## src/rtl/vga_term_ctrl.sv

```systemverilog
// Terminal controller: ASCII stream to VRAM writes, cursor tracking, row-copy scroll and clear.
// Optional feature macro: VGA_TERM_BACKSPACE_EN (0x08 moves the cursor left and blanks that cell).
module vga_term_ctrl #(
    parameter int         H_CHARS    = 40,
    parameter int         V_CHARS    = 24,
    parameter logic [5:0] BLANK_CODE = 6'h20
) (
    input  logic       clk,
    input  logic       rst_n,
    input  logic [6:0] char_in,
    input  logic       char_valid,
    output logic       char_ready,
    input  logic       clr_screen,
    input  logic       disp_req,
    input  logic [9:0] disp_addr,
    output logic [9:0] vram_read_addr,
    output logic       vram_r_en,
    input  logic [5:0] vram_dout,
    output logic [9:0] vram_write_addr,
    output logic       vram_w_en,
    output logic [5:0] vram_din,
    output logic [5:0] cursor_h,
    output logic [4:0] cursor_v
);

    localparam logic [9:0] LAST_CELL  = 10'(H_CHARS * V_CHARS - 1);
    localparam logic [9:0] ROW_STRIDE = 10'(H_CHARS);
    localparam logic [9:0] LAST_ROW0  = 10'(H_CHARS * (V_CHARS - 1));
    localparam logic [5:0] LAST_COL   = 6'(H_CHARS - 1);
    localparam logic [4:0] LAST_ROW   = 5'(V_CHARS - 1);

    typedef enum logic [2:0] {
        S_CLEAR        = 3'd0,
        S_IDLE         = 3'd1,
        S_WRITE        = 3'd2,
        S_SCROLL_COPY  = 3'd3,
        S_SCROLL_BLANK = 3'd4
    } state_t;

    state_t     r_state;
    logic [9:0] r_cnt;
    logic [9:0] r_src;
    logic [9:0] r_rd_src;
    logic       r_rd_pend;
    logic       r_rd_done;
    logic       r_scroll;
    logic       r_char_ready;
    logic       r_w_en;
    logic [9:0] r_waddr;
    logic [5:0] r_din;
    logic [5:0] r_cursor_h;
    logic [4:0] r_cursor_v;

    logic       w_ctrl_rd;
    logic [9:0] w_row_base;
    logic [9:0] w_cell_addr;
    logic [5:0] w_code;
    logic       w_printable;
    logic       w_is_cr;
    logic       w_h_last;
    logic       w_v_last;
    logic       w_newline;
    logic       w_bs_act;

    // Scanout owns the read port whenever it asks; the copy engine only reads in free cycles.
    assign w_ctrl_rd      = (r_state == S_SCROLL_COPY) && !r_rd_done && !disp_req;
    assign vram_read_addr = disp_req ? disp_addr : r_src;
    assign vram_r_en      = disp_req | w_ctrl_rd;

    assign w_row_base  = 10'(r_cursor_v) * ROW_STRIDE;
    assign w_cell_addr = w_row_base + {4'b0000, r_cursor_h};
    assign w_code      = char_in[6] ? {1'b0, char_in[4:0]} : char_in[5:0];
    assign w_printable = char_in[6] | char_in[5];
    assign w_is_cr     = (char_in == 7'h0D);
    assign w_h_last    = (r_cursor_h == LAST_COL);
    assign w_v_last    = (r_cursor_v == LAST_ROW);
    assign w_newline   = w_is_cr | (w_printable & w_h_last);
`ifdef VGA_TERM_BACKSPACE_EN
    assign w_bs_act    = (char_in == 7'h08) && (r_cursor_h != 6'd0);
`else
    assign w_bs_act    = 1'b0;
`endif

    assign char_ready      = r_char_ready;
    assign vram_write_addr = r_waddr;
    assign vram_w_en       = r_w_en;
    assign vram_din        = r_din;
    assign cursor_h        = r_cursor_h;
    assign cursor_v        = r_cursor_v;

    // Controller FSM with registered VRAM write port, cursor and handshake.
    always_ff @(posedge clk or negedge rst_n) begin
        if (!rst_n) begin
            r_state      <= S_CLEAR;
            r_cnt        <= 10'd0;
            r_src        <= 10'd0;
            r_rd_src     <= 10'd0;
            r_rd_pend    <= 1'b0;
            r_rd_done    <= 1'b0;
            r_scroll     <= 1'b0;
            r_char_ready <= 1'b0;
            r_w_en       <= 1'b0;
            r_waddr      <= 10'd0;
            r_din        <= 6'd0;
            r_cursor_h   <= 6'd0;
            r_cursor_v   <= 5'd0;
        end else begin
            case (r_state)
                S_CLEAR: begin
                    r_w_en  <= 1'b1;
                    r_waddr <= r_cnt;
                    r_din   <= BLANK_CODE;
                    if (r_cnt == LAST_CELL) begin
                        r_state      <= S_IDLE;
                        r_char_ready <= 1'b1;
                    end else begin
                        r_cnt <= r_cnt + 10'd1;
                    end
                end
                S_IDLE: begin
                    if (clr_screen) begin
                        r_state      <= S_CLEAR;
                        r_cnt        <= 10'd0;
                        r_char_ready <= 1'b0;
                        r_w_en       <= 1'b0;
                        r_cursor_h   <= 6'd0;
                        r_cursor_v   <= 5'd0;
                    end else if (char_valid && r_char_ready) begin
                        // The whole character is resolved at the handshake so w_en follows one cycle later.
                        r_state      <= S_WRITE;
                        r_char_ready <= 1'b0;
                        r_w_en       <= w_printable | w_bs_act;
                        r_waddr      <= w_bs_act ? (w_cell_addr - 10'd1) : w_cell_addr;
                        r_din        <= w_bs_act ? BLANK_CODE : w_code;
                        r_scroll     <= w_newline & w_v_last;
                        if (w_newline) begin
                            r_cursor_h <= 6'd0;
                        end else if (w_printable) begin
                            r_cursor_h <= r_cursor_h + 6'd1;
                        end else if (w_bs_act) begin
                            r_cursor_h <= r_cursor_h - 6'd1;
                        end else begin
                            r_cursor_h <= r_cursor_h;
                        end
                        if (w_newline && !w_v_last) begin
                            r_cursor_v <= r_cursor_v + 5'd1;
                        end else begin
                            r_cursor_v <= r_cursor_v;
                        end
                    end else begin
                        r_w_en <= 1'b0;
                    end
                end
                S_WRITE: begin
                    r_w_en <= 1'b0;
                    if (r_scroll) begin
                        r_state   <= S_SCROLL_COPY;
                        r_src     <= ROW_STRIDE;
                        r_rd_pend <= 1'b0;
                        r_rd_done <= 1'b0;
                    end else begin
                        r_state      <= S_IDLE;
                        r_char_ready <= 1'b1;
                    end
                end
                S_SCROLL_COPY: begin
                    // Data read last cycle lands one row up; a new read may issue in the same cycle.
                    if (r_rd_pend) begin
                        r_w_en  <= 1'b1;
                        r_waddr <= r_rd_src - ROW_STRIDE;
                        r_din   <= vram_dout;
                    end else begin
                        r_w_en <= 1'b0;
                    end
                    if (w_ctrl_rd) begin
                        r_rd_pend <= 1'b1;
                        r_rd_src  <= r_src;
                        if (r_src == LAST_CELL) begin
                            r_rd_done <= 1'b1;
                        end else begin
                            r_src <= r_src + 10'd1;
                        end
                    end else begin
                        r_rd_pend <= 1'b0;
                    end
                    if (r_rd_done && !r_rd_pend) begin
                        r_state <= S_SCROLL_BLANK;
                        r_cnt   <= LAST_ROW0;
                    end else begin
                        r_state <= S_SCROLL_COPY;
                    end
                end
                S_SCROLL_BLANK: begin
                    r_w_en  <= 1'b1;
                    r_waddr <= r_cnt;
                    r_din   <= BLANK_CODE;
                    if (r_cnt == LAST_CELL) begin
                        r_state      <= S_IDLE;
                        r_char_ready <= 1'b1;
                    end else begin
                        r_cnt <= r_cnt + 10'd1;
                    end
                end
                default: begin
                    r_state      <= S_CLEAR;
                    r_cnt        <= 10'd0;
                    r_char_ready <= 1'b0;
                    r_w_en       <= 1'b0;
                end
            endcase
        end
    end

endmodule

```

## config.mk

```make
export PLATFORM = sky130hd
export DESIGN_NAME = vga_term_ctrl
export DESIGN_NICKNAME = d
export VERILOG_FILES = /design/src/rtl/vga_term_ctrl.sv
export SDC_FILE = /design/constraint.sdc
export NUM_CORES = 1
export LEC_CHECK = 0
export BUFFER_PORTS_ARGS = -buffer_cell sky130_fd_sc_hd__clkbuf_2
export CORE_UTILIZATION = 30
export CTS_CLUSTER_DIAMETER = 100
export CTS_CLUSTER_SIZE = 8
export DETAILED_ROUTE_END_ITERATION = 10
export HOLD_SLACK_MARGIN = 0.12
export PLACE_DENSITY = 0.59
export RECOVER_POWER = 100
export SLEW_MARGIN = 5
export SYNTH_ARGS = -nofsm -noshare
export SYNTH_HDL_FRONTEND = slang
export SYNTH_SLANG_ARGS = --single-unit
export TNS_END_PERCENT = 20
```

## constraint.sdc

```tcl
create_clock -name clk -period 3.3 [get_ports clk]
set_input_delay 0.495 -clock clk [delete_from_list [all_inputs] [get_ports clk]]
set_output_delay 0.495 -clock clk [all_outputs]
set_load 0.01 [all_outputs]
```

==> run metrics, run 1 <==
Routability Congestion 0.806; Switch Pwr 378 µW; final period utilization 86.7%; CP Capture Type primary output; setup_tns 0 ps; core area 13300 µm²; Syn-to-layout area delta 15.9%; Post-Place Cells 669; Worst Skew 7.80 ps; status complete, but fails checks; layout cell share with drive strength beyond 1 15.0%; # hold bufs at CTS 0; unrepaired setup endpoints after global routing no; Hold WS 403 ps; Data arrival, critical path 2370 ps; Reg power frac 41.6%; final wirelength 10400 µm; Netlist cell types 73; CP Data Required Time 2800 ps; Seq/Total Area, Yosys 39.4%; Die Span X 119 µm; post-cts repair resize count 0; highest clock rate 0.349 GHz; clk_lat worst skew 330 ps; largest fanout on the critical path 16; initial core utilization 30.9%; WS Path Type flip-flop to primary output; Longest Clk Path Bufs 2; Die Y 119 µm; Synth Register Bits 65; syn_nets 489; Final Critical Period 2860 ps; met2 usage 24.1%; fin area 4790 µm²; Sw Share 19.7%; relative slew slack -9.59%; final std cells w/o fill 684; DRC viols 0; Via density 5.17; placed inst area 4560 µm²; nets@finish 548; met1 Track Usage GR 20.8%; global-route wire length before repair 17200 µm; via count 3535; startpoint types flip-flop; Ys Warns 0; Async S/R FF share, synth 100%; row cnt 42; CTS Buf Count 9; Cells after Synth 445; peak supply drop 0.000264 V; GRT Total Usage 15.2%; met3 usage 3.26%; post-detailed-route count of antenna-violating nets 0; clock share of power 54.9%; PwrDens 402 nW/µm²; Avg Cell Area, Syn 9.28 µm²; final hold vios 0; final-report max-slew violation count 66; DR pass1 iterations 5; Post-CTS Setup Inserts 0; Max H-tree Level 3; internal power 1.54 mW; buffers added on ports 67; I/O Pins 68; die area 14200 µm²; Reg clk slew, reported paths 50 ps; CTS sink count 65; number of max-cap violations 1; gr ovfl total 0; EDFF count, synth 0; leakage 2.08 nW; initial antenna violation count 0; Detail Placement HPWL 7380 µm; Iter 0 DRT Violations 213; measured slew at the worst slew-check pin 1640 ps; grt peak-use layer met2; vias in the first global route 3498; diode count 0; class of the worst hold path input pin to flip-flop; Routed wire per std cell 15.2 µm; violated checks capacitance limit, slew limit; largest net degree at the start of global routing 66; CTS root buf clkbuf_16; TritonCTS clock tree yes; # setup viols final 0; top_reg_cell synth dfrtp_1; cell area after synthesis 4130 µm²; Logic pwr share 3.5%
[metrics by stage]
step | setup WS [ps] | util [%] | power [mW]
after floorplan | 745 | - | 0.841
after CTS | 609 | 36.6 | 1.96
final | 439 | 35.9 | 1.92
after global placement | 651 | 34.1 | 0.885
after global routing | 295 | 35.9 | 1.99
after detailed placement | 637 | 34.1 | 0.886
[Yosys cell counts (4+ instances only)]
master    number  area [µm²]
o211ai_1       4        30.0
and3_1         9        56.3
nand4_1        4        25.0
o21ai_0       26         130
nor2_1        44         165
nand2_1       59         221
ha_1          14         175
buf_6          5        56.3
a22oi_1        6        45.0
buf_2         11        55.1
dfrtp_1       65        1630
and2_1         5        31.3
nand3_1       20         100
inv_1         14        52.6
a21oi_1       20         100
a31oi_1       12        75.1
mux2_2        10         113
nor3_1        10        50.1
nor2b_1        5        31.3
xor2_1         8        70.1
o21ai_2        4        35.0
nor3b_1        5        37.5
xnor2_1       10        87.6
[cell families (layout without fill, tap and decap cells)]
| logic type | after synthesis | after routing | share of synthesized area, % |
|---|---|---|---|
| simple gates | 197 | 197 | 26.0 |
| fa+ha+maj | 16 | 16 | 5.21 |
| xor+xnor | 20 | 20 | 4.79 |
| buf+inv | 35 | 98 | 4.70 |
| flops | 65 | 65 | 39.4 |
| mux | 10 | 10 | 2.73 |
| compound gates | 102 | 102 | 17.2 |
[power by group through the flow]
stage | clock (mW) | sequential, mW | combinational [mW]
2_1_floorplan | 0 | 0.814 | 0.0269
3_3_place_gp | 0 | 0.814 | 0.0716
3_5_place_dp | 0 | 0.814 | 0.0724
4_1_cts | 1.08 | 0.800 | 0.0730
5_1_grt | 1.12 | 0.799 | 0.0776
6_report | 1.05 | 0.800 | 0.0679
[area by class of cell]
type,instances,area [µm²]
fillers,1393,8560
multi-input cells,345,2260
flip-flops and latches,65,1630
repair buffers,69,298
clock buffers,13,270
well taps,176,220
clock inverters,2,60.1
inverters,14,52.6
[registers in the layout (all words and copies together), names as in the netlist]
name	cells
cursor_v	5
r_rd_done	1
vram_w_en	1
cursor_h	6
r_scroll	1
vram_din	6
r_rd_src	10
char_ready	1
r_rd_pend	1
r_src	10
r_cnt	10
vram_write_addr	10
r_state	3
[worst paths after layout]
kind / start / end / slack [ps] / cells past startpoint
worst max-delay path: r_state[1] / vram_r_en / 440 / 4
worst min-delay path: vram_dout[4] / vram_din[4] / 400 / 3
worst max register to register: r_state[0] / cursor_v[4] / 510 / 5
worst min register to register: r_rd_src[1] / r_rd_src[1] / 510 / 2
max in group asynchronous: rst_n / vram_din[2] / 1650 / 2
min in group asynchronous: rst_n / r_src[5] / 670 / 2
[cells in the final DEF, fill, tap and decap left out, types with 4 or more instances in the layout]
master	Yosys	final
a21oi_1	20	20
a22oi_1	6	6
a31oi_1	12	12
and2_1	5	5
and3_1	9	9
clkbuf_1	2	41
clkbuf_16	0	9
clkbuf_2	0	28
dfrtp_1	65	65
ha_1	14	14
inv_1	14	14
mux2_2	10	10
nand2_1	59	60
nand3_1	20	20
nand4_1	4	4
nor2_1	44	44
nor2b_1	5	5
nor3_1	10	10
nor3b_1	5	6
nor4_1	3	4
o211ai_1	4	4
o21ai_0	26	28
xnor2_1	10	10
xor2_1	8	9
[worst max-delay path, stage by stage, from the launching register on]
cell      delay (ps)
dfrtp_1          610
and2b_1          400
nand2_1          500
o21bai_1         350
clkbuf_1         180
[metal layers]
metal  share of wire, %  up-vias
met5                  0        -
li1                   -     1717
met3                6.3        8
met2                 45      115
met4               0.66        0
met1                 48     1695
Note: power is estimated with default switching activity, not from simulation.
==> run 2: changes to the inputs <==
Settings changed: CORE_MARGIN set to 2, RECOVER_POWER 100 to 25.
==> run metrics, run 2 (synthesis gave the netlist of run 1 again) <==
number of max-cap violations 1; Routability Congestion 0.838; largest net degree at the start of global routing 40; unrepaired setup endpoints after global routing no; class of the worst hold path input pin to flip-flop; final-report max-slew violation count 28; Via density 5.20; leakage 2.21 nW; row cnt 42; nets@finish 548; I/O Pins 68; # hold bufs at CTS 0; CP dominant cell by count ha_1; Die Y 121 µm; final period utilization 83.1%; gr ovfl total 0; via count 3564; DRC viols 0; layout cell share with drive strength beyond 1 24.2%; # setup viols final 0; Worst Skew 6.25 ps; Detail Placement HPWL 7670 µm; GRT Total Usage 15.3%; Syn-to-layout area delta 17.5%; Reg2Reg Capture Point vram_write_addr[9]; DR pass1 iterations 5; WS Path Type flip-flop to flip-flop; Post-CTS Setup Inserts 0; initial antenna violation count 0; Iter 0 DRT Violations 224; Switch Pwr 402 µW; CP startpoint cursor_v[1]; post-cts repair resize count 0; worst reg2reg path depth 8; status complete, but fails checks; peak supply drop 0.000226 V; Reg clk slew, reported paths 60 ps; internal power 1.43 mW; worst reg2reg path startpoint cursor_v[1]; Routed wire per std cell 15.5 µm; die area 14700 µm²; final hold vios 0; CP Data Required Time 3470 ps; TritonCTS clock tree yes; commonest non-fill, non-tap cells in the layout clkbuf_2, dfrtp_1, nand2_1; core area 13300 µm²; Max H-tree Level 3; global-route wire length before repair 17700 µm; violated checks capacitance limit, slew limit; clk_lat worst skew 340 ps; highest clock rate 0.364 GHz; worst path bufs/invs 0; CTS sink count 65; largest fanout on the critical path 7; setup_tns 0 ps; relative slew slack -9.42%; measured slew at the worst slew-check pin 1640 ps; Longest Clk Path Bufs 2; buffers added on ports 67; Die Span X 121 µm; final wirelength 10600 µm; slowest library cell on the worst path dfrtp_1; clock share of power 52.5%; diode count 0; Final Critical Period 2740 ps; initial core utilization 30.9%; CTS root buf clkbuf_16; Logic pwr share 3.9%; Critical Path, Cell by Cell ha_1, ha_1, fa_1, xor2_2, o2111ai_1, xor3_1, a221oi_2, a21oi_1; R2R Setup Slk 560 ps; Hold WS 395 ps; Reg power frac 43.7%; commonest non-fill, non-tap cell in the layout clkbuf_2; Crit path depth 8; startpoint types flip-flop; CP max stage delay 460 ps; Crit path max-delay family adder cells; pre-CTS setup slack 587 ps; Setup WS post-layout 556 ps; CP Capture Type flip-flop; Data arrival, critical path 2920 ps; CTS Buf Count 9; Sw Share 22.0%; vias in the first global route 3547; PwrDens 377 nW/µm²; post-detailed-route count of antenna-violating nets 0; CP endpoint vram_write_addr[9]
[run 2: cell types whose count changed in the layout (fill, tap and decap cells not counted), moves of 2 or more]
cell / delta
clkinvlp_4: +2
clkbuf_1: -39
clkbuf_8: -2
clkinv_2: +2
o21ai_2: +2
clkbuf_2: +39
o21ai_0: -2
[run 2: through the flow]
step / area, µm² / cells / power [mW] / utilization (%)
final: 4850 / 685 / 1.83 / 36.4
after global routing: 4850 / 685 / 1.90 / 36.4
after CTS: 4870 / 685 / 1.86 / 36.5
after detailed placement: 4570 / 669 / 0.889 / 34.2
after global placement: 4570 / 669 / 0.888 / 34.2
after floorplan: 4130 / 445 / 0.841 / -
[run 2: power by group through the flow]
stage	Clock, mW	Combinational, mW	Sequential (mW)
2_1_floorplan	0	0.0269	0.814
3_3_place_gp	0	0.0740	0.814
3_5_place_dp	0	0.0754	0.814
4_1_cts	0.985	0.0757	0.799
5_1_grt	1.02	0.0798	0.799
6_report	0.961	0.0708	0.800
[run 2: layout make-up]
type	count	area (µm²)
Clock inverter	5	55.1
Sequential cell	65	1630
Clock buffer	11	243
Timing Repair Buffer	69	347
Fill cell	1387	8500
Tap cell	176	220
Inverter	14	52.6
Multi-Input combinational cell	345	2310
[run 2: worst min path at each step]
stage | cells after the start | startpoint | endpoint | slack, ps
floorplan | 0 | rst_n | char_ready | 200
global placement | 2 | r_rd_src[2] | r_rd_src[2] | 480
detailed placement | 2 | r_rd_src[2] | r_rd_src[2] | 490
CTS | 1 | rst_n | r_src[5] | 270
global route | 3 | vram_dout[4] | vram_din[4] | 400
finish | 3 | vram_dout[4] | vram_din[4] | 390
[run 2: worst min-delay path, delay by kind of cell]
family                 cells  cell delay (ps)
and+or+nand+nor            1               50
AOI/OAI and AO/OA          1               70
buffers and inverters      1               80
[run 2: per-layer routing]
layer | vias to the layer above | global-route usage [%] | share of wire (%)
li1 | 1721 | - | -
met1 | 1738 | 20.8 | 47
met2 | 92 | 23.6 | 46
met3 | 13 | 4.32 | 5.6
met4 | 0 | 4.74 | 1.8
met5 | - | 0 | 0
